--- config.mk ---
export PLATFORM = sky130hd
export DESIGN_NAME = mig_pattern_tester
export DESIGN_NICKNAME = d
export VERILOG_FILES = /design/src/rtl/mig_pattern_tester.sv
export SDC_FILE = /design/constraint.sdc
export NUM_CORES = 1
export LEC_CHECK = 0
export BUFFER_PORTS_ARGS = -buffer_cell sky130_fd_sc_hd__clkbuf_2
export CAP_MARGIN = 10
export CORE_AREA = 3 3 139 141
export CTS_CLUSTER_SIZE = 16
export DETAILED_ROUTE_END_ITERATION = 10
export DIE_AREA = 0 0 142 144
export PLACE_DENSITY = 0.8
export SLEW_MARGIN = 15
export SYNTH_ARGS = -nofsm -noshare
export SYNTH_HDL_FRONTEND = slang
export SYNTH_SLANG_ARGS = --single-unit
export TNS_END_PERCENT = 50
--- constraint.sdc ---
create_clock -name clk0_tb -period 9.2 [get_ports clk0_tb]
set_input_delay 0.92 -clock clk0_tb [delete_from_list [all_inputs] [get_ports clk0_tb]]
set_output_delay 0.92 -clock clk0_tb [all_outputs]
set_load 0.05 [all_outputs]
--- src/rtl/mig_pattern_tester.sv ---
// Traffic generator/checker for the MIG app interface: writes NUM_BURSTS pattern bursts, reads them back, compares.
// Optional read-data watchdog is compiled in by defining MIG_TESTER_TIMEOUT_EN.
module mig_pattern_tester #(
   parameter int unsigned APPDATA_WIDTH  = 128,
   parameter int unsigned NUM_BURSTS     = 256,
   parameter logic [30:0] START_ADDR     = 31'h0,
   parameter int unsigned ADDR_STEP      = 4,
   parameter logic [31:0] SEED           = 32'h0,
   parameter int unsigned TIMEOUT_CYCLES = 4096
) (
   input  logic                       clk0_tb,
   input  logic                       rst0_tb,
   input  logic                       phy_init_done,
   input  logic                       start,
   input  logic                       app_af_afull,
   input  logic                       app_wdf_afull,
   output logic                       app_af_wren,
   output logic [30:0]                app_af_addr,
   output logic [2:0]                 app_af_cmd,
   output logic                       app_wdf_wren,
   output logic [APPDATA_WIDTH-1:0]   app_wdf_data,
   output logic [APPDATA_WIDTH/8-1:0] app_wdf_mask_data,
   input  logic                       rd_data_valid,
   input  logic [APPDATA_WIDTH-1:0]   rd_data_fifo_out,
   output logic                       busy,
   output logic                       done,
   output logic                       pass,
   output logic [15:0]                err_count,
   output logic [30:0]                first_err_addr,
   output logic                       timeout
);

   localparam int unsigned REPS        = APPDATA_WIDTH / 32;
   localparam logic [16:0] TOTAL_WORDS = 17'(2 * NUM_BURSTS);
   localparam logic [15:0] LAST_BURST  = 16'(NUM_BURSTS - 1);

   typedef enum logic [2:0] {
      S_IDLE, S_WAIT_INIT, S_WR0, S_WR1, S_RD_CMD, S_RD_WAIT, S_DONE
   } state_t;

   function automatic logic [30:0] burst_addr(input logic [15:0] b);
      return START_ADDR + 31'(b) * 31'(ADDR_STEP);
   endfunction

   // Word index i (= 2*burst + word) carries SEED + i in every 32-bit lane.
   function automatic logic [APPDATA_WIDTH-1:0] pattern(input logic [31:0] idx);
      return {REPS{SEED + idx}};
   endfunction

   state_t                     state_q, state_d;
   logic [15:0]                b_q, b_d;
   logic [16:0]                r_q, r_d;
   logic [15:0]                err_count_q, err_count_d;
   logic [30:0]                first_err_addr_q, first_err_addr_d;
   logic                       pass_q, pass_d;
   logic                       done_q, done_d;
   logic                       busy_q, busy_d;
   logic                       timeout_q, timeout_d;
   logic                       af_wren_q, af_wren_d;
   logic [30:0]                af_addr_q, af_addr_d;
   logic [2:0]                 af_cmd_q, af_cmd_d;
   logic                       wdf_wren_q, wdf_wren_d;
   logic [APPDATA_WIDTH-1:0]   wdf_data_q, wdf_data_d;
   logic                       rd_active;
   logic                       wd_expired;

   assign rd_active = (state_q == S_RD_CMD) || (state_q == S_RD_WAIT);

`ifdef MIG_TESTER_TIMEOUT_EN
   logic [31:0] wd_q, wd_d;

   // Counts read-phase cycles since the last returned word; restarts with every run.
   always_comb begin
      wd_d       = wd_q;
      wd_expired = 1'b0;
      if (state_q == S_WAIT_INIT) begin
         wd_d = '0;
      end else if (rd_active) begin
         if (rd_data_valid) begin
            wd_d = '0;
         end else if (wd_q >= 32'(TIMEOUT_CYCLES - 1)) begin
            wd_expired = 1'b1;
         end else begin
            wd_d = wd_q + 32'd1;
         end
      end
   end

   always_ff @(posedge clk0_tb or posedge rst0_tb) begin
      if (rst0_tb) wd_q <= '0;
      else         wd_q <= wd_d;
   end
`else
   logic unused_timeout_cfg;
   assign unused_timeout_cfg = ^32'(TIMEOUT_CYCLES);
   assign wd_expired         = 1'b0;
`endif

   always_comb begin
      state_d          = state_q;
      b_d              = b_q;
      r_d              = r_q;
      err_count_d      = err_count_q;
      first_err_addr_d = first_err_addr_q;
      pass_d           = pass_q;
      timeout_d        = timeout_q;
      af_wren_d        = 1'b0;
      af_addr_d        = af_addr_q;
      af_cmd_d         = af_cmd_q;
      wdf_wren_d       = 1'b0;
      wdf_data_d       = wdf_data_q;

      // Return checker runs independently of read-command issue.
      if (rd_active && rd_data_valid) begin
         if (rd_data_fifo_out != pattern(32'(r_q))) begin
            if (err_count_q != 16'hFFFF) err_count_d = err_count_q + 16'd1;
            if (err_count_q == 16'd0)    first_err_addr_d = burst_addr(r_q[16:1]);
         end
         r_d = r_q + 17'd1;
      end

      unique case (state_q)
         S_IDLE, S_DONE: begin
            if (start) begin
               state_d          = S_WAIT_INIT;
               b_d              = '0;
               r_d              = '0;
               err_count_d      = '0;
               first_err_addr_d = '0;
               pass_d           = 1'b0;
               timeout_d        = 1'b0;
            end
         end
         S_WAIT_INIT: begin
            if (phy_init_done) state_d = S_WR0;
         end
         S_WR0: begin
            if (!app_af_afull && !app_wdf_afull) begin
               af_wren_d  = 1'b1;
               af_cmd_d   = 3'b000;
               af_addr_d  = burst_addr(b_q);
               wdf_wren_d = 1'b1;
               wdf_data_d = pattern(32'({b_q, 1'b0}));
               state_d    = S_WR1;
            end
         end
         S_WR1: begin
            if (!app_wdf_afull) begin
               wdf_wren_d = 1'b1;
               wdf_data_d = pattern(32'({b_q, 1'b1}));
               if (b_q == LAST_BURST) begin
                  b_d     = '0;
                  state_d = S_RD_CMD;
               end else begin
                  b_d     = b_q + 16'd1;
                  state_d = S_WR0;
               end
            end
         end
         S_RD_CMD: begin
            if (!app_af_afull) begin
               af_wren_d = 1'b1;
               af_cmd_d  = 3'b001;
               af_addr_d = burst_addr(b_q);
               if (b_q == LAST_BURST) begin
                  b_d     = '0;
                  state_d = S_RD_WAIT;
               end else begin
                  b_d = b_q + 16'd1;
               end
            end
         end
         S_RD_WAIT: begin
            if (r_d >= TOTAL_WORDS) state_d = S_DONE;
         end
         default: state_d = S_IDLE;
      endcase

      if (rd_active && wd_expired) begin
         timeout_d = 1'b1;
         af_wren_d = 1'b0;
         state_d   = S_DONE;
      end

      // Verdict is latched once, on entry to DONE.
      if ((state_d == S_DONE) && (state_q != S_DONE)) begin
         pass_d = (err_count_d == 16'd0) && !timeout_d;
      end
   end

   assign busy_d = (state_d != S_IDLE) && (state_d != S_DONE);
   assign done_d = (state_d == S_DONE);

   always_ff @(posedge clk0_tb or posedge rst0_tb) begin
      if (rst0_tb) begin
         state_q          <= S_IDLE;
         b_q              <= '0;
         r_q              <= '0;
         err_count_q      <= '0;
         first_err_addr_q <= '0;
         pass_q           <= 1'b0;
         done_q           <= 1'b0;
         busy_q           <= 1'b0;
         timeout_q        <= 1'b0;
         af_wren_q        <= 1'b0;
         af_addr_q        <= '0;
         af_cmd_q         <= '0;
         wdf_wren_q       <= 1'b0;
         wdf_data_q       <= '0;
      end else begin
         state_q          <= state_d;
         b_q              <= b_d;
         r_q              <= r_d;
         err_count_q      <= err_count_d;
         first_err_addr_q <= first_err_addr_d;
         pass_q           <= pass_d;
         done_q           <= done_d;
         busy_q           <= busy_d;
         timeout_q        <= timeout_d;
         af_wren_q        <= af_wren_d;
         af_addr_q        <= af_addr_d;
         af_cmd_q         <= af_cmd_d;
         wdf_wren_q       <= wdf_wren_d;
         wdf_data_q       <= wdf_data_d;
      end
   end

   assign app_af_wren       = af_wren_q;
   assign app_af_addr       = af_addr_q;
   assign app_af_cmd        = af_cmd_q;
   assign app_wdf_wren      = wdf_wren_q;
   assign app_wdf_data      = wdf_data_q;
   assign app_wdf_mask_data = '0;
   assign busy              = busy_q;
   assign done              = done_q;
   assign pass              = pass_q;
   assign err_count         = err_count_q;
   assign first_err_addr    = first_err_addr_q;
   assign timeout           = timeout_q;

endmodule

* After elaboration in Yosys (flattened, before gate mapping) *
Cells that the tools add are included.

storage, ports and cells
  flip-flop bits (word level) = 251
  bits of input ports = 135

cells by class
  $add $sub $neg = 3
  reductions and logical operators = 23
  mux-type cells = 46
  order comparisons = 1
  equality and inequality tests = 16

operator list
  operator                                                                 count
  128-bit two-way mux                                                      2
  128-bit one-hot mux with 2 select lines                                  1
  31-bit two-way mux                                                       7
  16-bit two-way mux                                                       9
  128-bit by 113-bit inequality test with 1-bit output                     1
  31-bit one-hot mux with 2 select lines                                   1
  17-bit two-way mux                                                       3
  16-bit one-hot mux with 3 select lines                                   1
  16-bit by 1-bit adder with 16-bit output, second input constant          2
  16-bit logical NOT                                                       2
  3-bit two-way mux                                                        10
  3-bit one-hot mux with 6 select lines                                    1
  17-bit by 1-bit adder with 17-bit output, second input constant          1
  17-bit by 10-bit >= comparator with 1-bit output, second input constant  1
  16-bit by 8-bit equality test with 1-bit output, second input constant   1
  16-bit inequality test, second input constant                            1
  3-bit equality test, second input constant                               4
  1-bit two-way mux                                                        8
  2-bit inequality test, second input constant                             4
  2-bit nonzero test                                                       4
  3-bit by 2-bit equality test with 1-bit output, second input constant    2
  3-bit inequality test, second input constant                             2
  3-bit one-hot mux with 2 select lines                                    1
  3-bit AND reduction                                                      2
  10 further kinds                                                         18

* Depth between registers and ports, before layout *
Gate-level depths: netlist (run 1).

  depth in word-level cells = 11
  mapped depth = 13
  depth with buffers taken out = 11

* Least setup slack after synthesis (run 1) *
No wires, ideal clock.

  kind = input to register
  start = in rd_data_fifo_out[50]
  end = reg pass_q (netlist: pass)
  required time = 9,105 ps
  setup slack = 5,689 ps
  path buffers = 0
  arrival time = 3,416 ps
  cell stages on the path = 9
  cells stage by stage = nor4_1 o211ai_1 or4_1 nor4_4 a21oi_2 and3_1 o211a_1 or4b_1 o31ai_1

on the way
  word-level cells in the longest chain between the ends = 8

ends and longest elaborated chain
  what                                                    line  source
  start, declared                                         24    input logic [APPDATA_WIDTH-1:0] rd_data_fifo_out,
  128-bit by 113-bit inequality test with 1-bit output *  115   if (rd_data_fifo_out != pattern(32'(r_q))) begin
  16-bit two-way mux *                                    115
  16-bit two-way mux *                                    114   if (rd_active && rd_data_valid) begin
  16-bit two-way mux                                      124   if (start) begin
  16-bit two-way mux *                                    122   unique case (state_q)
  via err_count_d[13]                                     53    logic [15:0] err_count_q, err_count_d;
  16-bit logical NOT *                                    187   pass_d = (err_count_d == 16'd0) && !timeout_d;
  1-bit logical AND *                                     187
  1-bit two-way mux *                                     186   if ((state_d == S_DONE) && (state_q != S_DONE)) begin
  end signal, assigned                                    216   pass_q <= pass_d;
  end, declared                                           55    logic pass_q, pass_d;

The timed path passes the listed nets; every way through them passes the cells marked *.
A chain may end at the register's enable or synchronous reset.

* Final worst setup path (run 1) *
  start = in rd_data_fifo_out[50]
  end = reg pass_q (netlist: pass)

on the way
  word-level cells in the longest chain between the ends = 8

ends and longest elaborated chain
  what                                                    line
  128-bit by 113-bit inequality test with 1-bit output *  115
  16-bit two-way mux *                                    115
  16-bit two-way mux *                                    114
  16-bit two-way mux                                      124
  16-bit two-way mux *                                    122
  16-bit logical NOT *                                    187
  1-bit logical AND *                                     187
  1-bit two-way mux *                                     186

Every way passes the cells marked *; elsewhere a longest branch is shown, timed or not.

==> out/qor.yml, run 1 <==
period_minus_slack_ns: 3.613
ant_nets: 0
ys.warnings.count: 0
dr.pass1.iters: 5
critPathLaunch: "rd_data_fifo_out[50]"
maxUsedRoutingLayer: "met4"
end_kind: "flop"
async_flop_share: 1.000
critPathLaunchType: "input pin"
cts-buffers-inserted: 17
num_vias: 6564
seq_area_frac_synth: 0.3961
clockRootBuffer: "clkbuf_16"
viasPerCell: 5.045
yosysTopAreaCellShare: 0.3961
clockBufferDepth: 2
die_area_mm2: 0.02045
rsz0062_at_grt: "no"
grt_first_pass_wirelength_um: 32300
met3WireLength_um: 1545
finalCritPeriodShare: 0.3927
initial_core_util: 0.4296
grt_pass1_vias: 6165
die_h_um: 144
drc_errors: 0
core_area_mm2: 0.01809
die_w_um: 142
ys_ff_latch: 123
r2r-start: "r_q[9]"
numClockSinks: 123
drive_above_1_share: 0.3159
cp_num_buf_inv: 1
dr.first_iter.drc_count: 317
slowest_delay_ns: 0.59
ys.flop_type: "dfrtp_1"
post_cts_buffers: 0
worstMarginPinSlew_ns: 1.005
path_clk_slew_ns: 0.06
grt_start_max_net_pins: 65
slowest_stage: "or4_1"
dp_hpwl_um: 16200
antenna_found_initial: 2
cts_max_level: 4
outcome: "completed"
crit_type: "in2reg"
area_delta_synth_final_pct: 17.31
worstPathMaxFanout: 9
hold_buffers: 0
drv_slew: 0
max_freq_mhz: 276.8
avgSynthCellArea_um2: 9.098
num_io_pins: 366
cts_tree: "done"
post_drt_wl_per_cell_um: 16.28
setup_violations: 0
critPathTopFamily: "simple AND/OR/NAND/NOR gates"
row_count: 49
hold_viol: 0
clk_latency_ns: 0.42
synth_top_cell_by_area: "dfrtp_1"
synth_top_cells_by_area: "dfrtp_1, buf_4, xnor2_1"
setup_tns_ns: 0
crit_chain: "clkbuf_2 -> nor4_1 -> o211ai_1 -> or4_1 -> nor4_4 -> a21oi_2 -> mux2i_1 -> a21oi_1 -> or4b_1 -> o31ai_1"
wirelength_met1_um: 8118
grt.total_usage: 0.2011
hold_slack_ns: 0.4799
place_area_mm2: 0.008514
worstPathArrival_ns: 3.93
synth-edff-count: 0
portBuffers: 272
final_cell_mix: "clkbuf_2, dfrtp_1, conb_1"
relSlewSlack: 0.3302
nets: 1198
wirelength_um: 21180
final_core_util: 0.5040
ctsResizeCount: 0
fillCellCount: 1711
crit_required_ns: 9.52
hold_start: "app_af_addr[17]"
ys_types: 63
ir_worst_vdd_mv: 0.1716
globalplace.congestion: 0.9097
grt-ovfl-total: 0
mostFrequentLayoutCell: "clkbuf_2"
syn-cell-area_mm2: 0.007770
hp-class: "reg2reg"
cap_violations: 0
cellPowerDensity_mw_per_mm2: 161.8
skew_ns: 0.01090
leakage_nw: 4.835
syn_inst: 854
wl_met2_um: 11120
fin_area_mm2: 0.009115
[per-stage QoR]
stage | worst slack (ns) | std cells | total power, mW
floorplan | 5.009 | 946 | 0.7973
global placement | 5.180 | 1267 | 0.8140
detailed placement | 5.182 | 1267 | 0.8155
CTS | 5.556 | 1299 | 1.487
global route | 5.329 | 1301 | 1.534
finish | 5.587 | 1301 | 1.475
[registers in the layout, indices dropped and copies added (netlist names)]
register        cells
app_af_cmd          1
r_q                17
timeout             1
first_err_addr     31
app_af_addr        16
app_wdf_data       17
pass                1
b_q                16
busy                1
app_af_wren         1
done                1
err_count          16
state_q             3
app_wdf_wren        1
[final timing paths]
check | end | slack, ns | depth (start not counted)
setup / recovery | pass | 5.59 | 10
hold / removal | app_af_addr[17] | 0.48 | 2
setup reg to reg | pass | 5.60 | 9
hold reg to reg | app_af_addr[17] | 0.48 | 2
max in group asynchronous | first_err_addr[22] | 7.28 | 3
min in group asynchronous | app_af_addr[13] | 0.63 | 2
[tightest hold or removal path, cell delays in order (launching register included)]
cell     delay, ns
dfrtp_1       0.35
nand2_1       0.05
nand2_1       0.05
[power by group]
part	internal, mW	switching (mW)
sequential	0.550	0.0122
combinational	0.0482	0.195
clock	0.414	0.255
[synth_stat cells (all sizes together) (13+ instances only)]
library cell and instances:
inv 13, mux2 16, and2 24, clkbuf 21, buf 163, xor2 29, mux2i 22, and3 25
a21oi 20, nand2 83, xnor2 37, nor3 25, dfrtp 123, o21ai 23, nor2 78, or3 13
nor4 26, nand4 20, nand3 19
[layer usage]
metal	global-route usage	up-vias
met5	0	-
met4	0.06667	0
met3	0.05423	26
met2	0.3593	290
met1	0.2343	3138
li1	-	3110
[cell type report]
class / count / area, µm² / area share
clock inverters: 13 / 142.6 / 0.01565
multi-input cells: 626 / 3707 / 0.4067
well taps: 229 / 286.5 / 0.03143
diodes: 2 / 5.005 / 0.0005491
flip-flops and latches: 123 / 3078 / 0.3377
repair buffers: 276 / 1391 / 0.1526
inverters: 13 / 51.30 / 0.005628
clock buffers: 19 / 452.9 / 0.04969
[cell families after synthesis]
family,count (synthesis),share of synthesized area
AND/OR/NAND/NOR,333,0.2196
buffers and inverters,197,0.1726
XOR/XNOR,66,0.07440
multiplexers,38,0.05153
other,1,0.0004826
flip-flops,123,0.3961
AO/OA/AOI/OAI,90,0.07553
adder cells (fa/ha/maj),6,0.009662
Note: power is estimated with default switching activity, not from simulation.
==> inputs of run 2 (changes only) <==
--- a/config.mk
+++ b/config.mk
@@ -5,13 +5,14 @@
 export SDC_FILE = /design/constraint.sdc
 export NUM_CORES = 1
 export LEC_CHECK = 0
+export ABC_AREA = 1
 export BUFFER_PORTS_ARGS = -buffer_cell sky130_fd_sc_hd__clkbuf_2
 export CAP_MARGIN = 10
-export CORE_AREA = 3 3 139 141
+export CORE_MARGIN = 3
+export CORE_UTILIZATION = 45
 export CTS_CLUSTER_SIZE = 16
 export DETAILED_ROUTE_END_ITERATION = 10
-export DIE_AREA = 0 0 142 144
-export PLACE_DENSITY = 0.8
+export PLACE_DENSITY = 0.85
 export SLEW_MARGIN = 15
 export SYNTH_ARGS = -nofsm -noshare
 export SYNTH_HDL_FRONTEND = slang
==> constraint.sdc (replaced) <==
create_clock -name clk0_tb -period 3.1 [get_ports clk0_tb]
set_input_delay 0.31 -clock clk0_tb [delete_from_list [all_inputs] [get_ports clk0_tb]]
set_output_delay 0.31 -clock clk0_tb [all_outputs]
set_load 0.05 [all_outputs]
==> run 2 against run 1 <==
Net effect: combinational power grew to 15 times the previous value; highest routed layer unchanged; clock skew is 0.0040 ns lower; critical endpoint unchanged; sequential share of layout area decreased by 4.1 points; first-iteration DRC count grew 130%; synthesized area is 14% higher; hold slack worse by 0.42 ns; core utilization up 4.2 points.
==> out/qor.yml, run 2 <==
outcome: "completed"
ir_worst_vdd_mv: 0.6696  # +290%
dr.first_iter.drc_count: 731  # +130%
period_minus_slack_ns: 2.697
syn_inst: 1374  # +61%
comb_power_share: 0.464  # +0.299
grt_first_pass_wirelength_um: 43750  # +35%
portBuffers: 272  # unchanged
drv_slew: 0  # unchanged
crit_required_ns: 3.40  # -6.12 ns
cellPowerDensity_mw_per_mm2: 742.0  # +360%
syn-cell-area_mm2: 0.008884  # +14%
initial_core_util: 0.4671  # +0.03750
dp_hpwl_um: 21690  # +34%
async_flop_share: 1.000  # unchanged
numClockSinks: 123  # unchanged
ys.flop_type: "dfrtp_1"
dr.pass1.iters: 6  # +1
end_kind: "flop"
grt_pass1_vias: 8581  # +39%
ys.warnings.count: 0  # unchanged
crit_type: "reg2reg"
largest_reg_flops: 31  # unchanged
area_delta_synth_final_pct: 16.92
grt-ovfl-total: 0  # unchanged
fin_cells: 1864  # +43%
fillCellCount: 1840  # +7.5%
globalplace.congestion: 1.022  # +12%
clockBufferDepth: 2  # unchanged
setup_tns_ns: 0  # unchanged
power_frac_clock: 0.272  # -0.182
relSlewSlack: 0.3995  # +0.06927
synth_top_cell_by_area: "dfrtp_1"
wirelength_um: 27670  # +31%
p_int_mw: 3.720  # +270%
seq_area_frac_synth: 0.3465  # -0.04966
worstPathMaxFanout: 12  # +3
drive_above_1_share: 0.2104  # -0.1055
ant_nets: 0  # unchanged
rsz0062_at_grt: "no"
cts_max_level: 4  # unchanged
num_io_pins: 366  # unchanged
cts-buffers-inserted: 17  # unchanged
yosysTopAreaCellShare: 0.3465  # -0.04966
worstPathArrival_ns: 2.99  # -0.94 ns
dp.cells: 1830  # +44%
clockRootBuffer: "clkbuf_16"
synth_top_cells_by_area: "dfrtp_1, nand2_1, buf_4"
final_cell_mix: "nand2_1, clkbuf_2, nor2_1"
hp-class: "in2async"
grt_start_max_net_pins: 50  # -23%
sw_frac_of_total: 0.5173  # +0.2041
ys_ff_latch: 123  # unchanged
max_freq_mhz: 370.8
critPathLaunchType: "flop"
row_count: 50  # +2.0%
post_drt_wl_per_cell_um: 14.84  # -8.8%
path_clk_slew_ns: 0.06  # about the same
p_sw_mw: 3.986  # +760%
core_area_mm2: 0.01902  # +5.2%
die_area_mm2: 0.02146  # +5.0%
setup_violations: 0  # unchanged
cts_tree: "done"
synth.most_common_cell: "nand2_1"
nets: 1730  # +44%
num_vias: 9148  # +39%
worstMarginPinSlew_ns: 0.8989  # -0.1057 ns
cap_violations: 0  # unchanged
antenna_found_initial: 2  # unchanged
avgSynthCellArea_um2: 6.465  # -29%
grt.total_usage: 0.2499  # +0.04883
die_w_um: 146.5  # +3.2%
drc_errors: 0  # unchanged
clk_latency_ns: 0.42  # about the same
skew_ns: 0.006890  # -0.004010 ns
p_seq_frac: 0.264  # -0.117
mostFrequentLayoutCell: "nand2_1"
finalCritPeriodShare: 0.8699
synth-edff-count: 0  # unchanged
hold_viol: 0  # unchanged
ys_types: 36  # -43%
die_h_um: 146.5  # +1.7%
final_core_util: 0.5461  # +0.04214
viasPerCell: 4.908  # -2.7%
ys_top_cells_by_count: "nand2_1, nor2_1, inv_1"
post_cts_buffers: 0  # unchanged
fin_total_pwr_mw: 7.706  # +420%
leakage_nw: 5.922  # +22%
## run 2: cell count changes in the layout (fill, tap and decap cells not counted), sizes merged, moves of 22 or more
cell,change
inv,+168
mux2i,-22
nand3,+39
nand2,+329
xnor2,-37
nor2,+166
a21oi,+24
and3,-25
## run 2: cell families after synthesis
family / share of synthesized area
AOI/OAI and AO/OA: 0.06676
xor gates and xnor gates: 0.007888
adders and majority gates: 0.008450
buffers and inverters: 0.2146
DFF: 0.3465
other: 0.0004221
and+or+nand+nor: 0.3554
## run 2: timing repair
action / 4_1_cts / 5_1_grt
endpoints found under the setup margin: 0 / 3
hold buffers: 0 / 0
resized for setup: 0 / 3
## run 2: worst paths after layout
path | startpoint | end | slack, ns | cells after the start
max in group asynchronous | rst0_tb | timeout | 2.31 | 3
worst min-delay path | rst0_tb | app_af_addr[13] | 0.06 | 2
worst min register to register | app_af_addr[12] | app_af_addr[12] | 0.49 | 2
worst max register to register | state_q[1] | pass | 0.40 | 16
min in group clk0_tb | app_wdf_afull | app_wdf_data[96] | 0.22 | 4
worst max-delay path | state_q[1] | pass | 0.40 | 16
## run 2: layout make-up
| class | instances | area [µm²] | area share |
|---|---|---|---|
| multi-input combinational | 990 | 4254 | 0.4096 |
| antenna | 2 | 5.005 | 0.0004819 |
| tap | 260 | 325.3 | 0.03132 |
| clock inverter | 14 | 183.9 | 0.01771 |
| inverter | 178 | 671.9 | 0.06469 |
| clock buffer | 18 | 429.2 | 0.04132 |
| sequential | 123 | 3078 | 0.2963 |
| timing repair buffer | 279 | 1439 | 0.1385 |
## run 2: metrics by stage
step,hold WS [ns],setup WS [ns],area (µm²)
after CTS,0.08143,0.2478,10380
final,0.06081,0.4035,10390
after global routing,0.1103,0.05387,10390
after global placement,0.4580,0.3550,9763
after detailed placement,0.4730,0.2522,9763
after floorplan,0.4760,0.8532,9233
## run 2: worst max-delay path, cell delays in order, from the launching register on
cell,delay (ns)
dfrtp_1,0.48
inv_1,0.12
ha_1,0.16
nand2_2,0.18
nor2_2,0.23
nand2_1,0.09
nor2_2,0.18
xor2_1,0.27
nand2_1,0.09
nor2_1,0.20
nand2_1,0.09
nand2_1,0.09
nand3_1,0.07
nand3_1,0.13
nor2_1,0.06
nand3_1,0.08
o21ai_1,0.06
## run 2: metal layers
layer	global-route usage	vias up	wire length [µm]
li1	-	4444	-
met1	0.2988	4142	10720
met2	0.4346	493	13620
met3	0.05369	69	2357
met4	0.1063	0	968
met5	0	-	0
## run 2: power groups by stage
stage	Clock, mW	Combinational [mW]	Sequential, mW
global route	2.19	3.77	2.07
CTS	2.12	3.59	2.03
detailed placement	0	3.57	2.06
global placement	0	3.53	2.05
floorplan	0	2.69	2.65
finish	2.09	3.58	2.03
==> inputs of run 3 (changes only) <==
==> constraint.sdc (replaced) <==
create_clock -name clk0_tb -period 3.1 [get_ports clk0_tb]
set_input_delay 0.155 -clock clk0_tb [delete_from_list [all_inputs] [get_ports clk0_tb]]
set_output_delay 0.155 -clock clk0_tb [all_outputs]
set_load 0.05 [all_outputs]
==> run 3 against run 2 <==
Net effect: via count is 1.9% lower; maximum frequency is 2.8% higher; highest routed layer unchanged; non-clock buffer count unchanged; global-route usage fell by 0.53 points; register-to-register slack improved by 0.07 ns; total power down 2.4%.
==> out/qor.yml, run 3 (synthesis results as in run 2) <==
clockBufferDepth: 2  # unchanged
finalCritPeriodShare: 0.8463  # -0.02351
num_io_pins: 366  # unchanged
numClockSinks: 123  # unchanged
largest_reg_flops: 31  # unchanged
initial_core_util: 0.4671  # unchanged
skew_ns: 0.01159  # +0.004704 ns
grt_start_max_net_pins: 124  # +150%
dr.pass1.iters: 5  # -1
hp-class: "in2reg"
rsz0062_at_grt: "no"
r2r-start: "state_q[1]"
dp_hpwl_um: 21450  # -1.1%
dp_slack_ns: 0.3109  # +0.05869 ns
cts_max_level: 4  # unchanged
nets: 1730  # unchanged
drive_above_1_share: 0.2104  # unchanged
relSlewSlack: 0.4296  # +0.03012
hold_start: "app_wdf_afull"
worstPathMaxFanout: 19  # +7
post_drt_wl_per_cell_um: 14.40  # -3.0%
die_w_um: 146.5  # unchanged
final_core_util: 0.5434  # -0.002763
fin_ws_ns: 0.4763  # +0.07289 ns
max_freq_mhz: 381.1  # +2.8%
critPathLaunch: "state_q[1]"
dr.first_iter.drc_count: 665  # -9.0%
worstPathArrival_ns: 2.90  # -0.09 ns
drc_errors: 0  # unchanged
viasPerCell: 4.819  # -1.8%
row_count: 50  # unchanged
grt.total_usage: 0.2446  # -0.005314
cts_tree: "done"
period_minus_slack_ns: 2.624  # -0.07289 ns
antenna_found_initial: 0  # -2
crit_type: "reg2reg"
cap_violations: 0  # unchanged
clk_latency_ns: 0.42  # about the same
area_delta_synth_final_pct: 16.32
grt_first_pass_wirelength_um: 42590  # -2.7%
grt-ovfl-total: 0  # unchanged
setup_violations: 0  # unchanged
globalplace.congestion: 1.008  # -1.4%
antenna_cells: 0  # -2
drv_slew: 0  # unchanged
ir_worst_vdd_mv: 0.7326  # +9.4%
portBuffers: 272  # unchanged
wirelength_um: 26820  # -3.1%
clockRootBuffer: "clkbuf_16"
ant_nets: 0  # unchanged
crit_required_ns: 3.38  # -0.02 ns
mostFrequentLayoutCell: "nand2_1"
critPathLaunchType: "flop"
setup_tns_ns: 0  # unchanged
grt_pass1_vias: 8387  # -2.3%
leakage_nw: 5.892  # -0.51%
worstMarginPinSlew_ns: 0.8547  # -0.04423 ns
cts-buffers-inserted: 17  # unchanged
hold_viol: 0  # unchanged
end_kind: "flop"
core_area_mm2: 0.01902  # unchanged
num_vias: 8973  # -1.9%
cellPowerDensity_mw_per_mm2: 727.9  # -1.9%
outcome: "completed"
die_h_um: 146.5  # unchanged
final_cell_mix: "nand2_1, clkbuf_2, nor2_1"
die_area_mm2: 0.02146  # unchanged
post_cts_buffers: 0  # unchanged
path_clk_slew_ns: 0.06  # about the same
==> run 3: worst paths after layout <==
path | slack, ns | cells past startpoint | end
max | 0.48 | 15 | b_q[15]
min | 0.08 | 4 | app_wdf_data[96]
max reg2reg | 0.48 | 15 | b_q[15]
min reg2reg | 0.48 | 2 | app_af_addr[13]
max in group asynchronous | 2.10 | 4 | first_err_addr[10]
min in group asynchronous | 0.48 | 4 | app_wdf_data[108]
==> run 3: layout make-up <==
type	instances	area (µm²)
multi-input cells	990	4254
clock buffers	18	439.2
fillers	1899	8685
repair buffers	279	1429
clock inverters	14	136.4
flip-flops and latches	123	3078
inverters	178	671.9
well taps	260	325.3
==> run 3: worst max-delay path, cell delays in order, from the launching register on <==
cell and delay [ns]:
dfrtp_1 0.49, nand2_1 0.12, inv_1 0.07, nand2_1 0.09
nand2_1 0.11, inv_1 0.08, nor2_4 0.09, inv_2 0.16
nand3_1 0.12, nand2_1 0.17, inv_2 0.23, nand4_1 0.18
nor2_1 0.23, nand2_1 0.11, nor3_1 0.15, nor3_1 0.08
==> run 3: stage by stage <==
| step | hold slack, ns | total power, mW | instance area (µm²) | cells |
|---|---|---|---|---|
| 6_report | 0.08125 | 7.522 | 10330 | 1862 |
| 5_1_grt | 0.09669 | 7.848 | 10330 | 1862 |
| 4_1_cts | 0.06975 | 7.565 | 10330 | 1862 |
| 3_5_place_dp | 0.4041 | 5.618 | 9743 | 1829 |
| 3_3_place_gp | 0.3932 | 5.574 | 9743 | 1829 |
| 2_1_floorplan | 0.3461 | 5.342 | 9233 | 1466 |
==> run 3: layer usage <==
layer  vias up  global-route usage  share of wire
met5         -                   0              0
met4         0             0.09219          0.030
met3        54             0.05369          0.074
met2       416              0.4184           0.50
met1      4065              0.3028           0.40
li1       4438                   -              -
==> run 3: timing repair <==
action | CTS | global route
hold buffers | 1 | 0
resized for setup | 0 | 3
endpoints found under the setup margin | 0 | 2
endpoints found under the hold margin | 123 | 0
==> run 3: where the power goes <==
group	internal (mW)	leakage [nW]	switching, mW	total [mW]
Combinational	0.621	3.95	2.94	3.56
Sequential	1.81	1.67	0.214	2.03
Clock	1.14	0.273	0.799	1.94
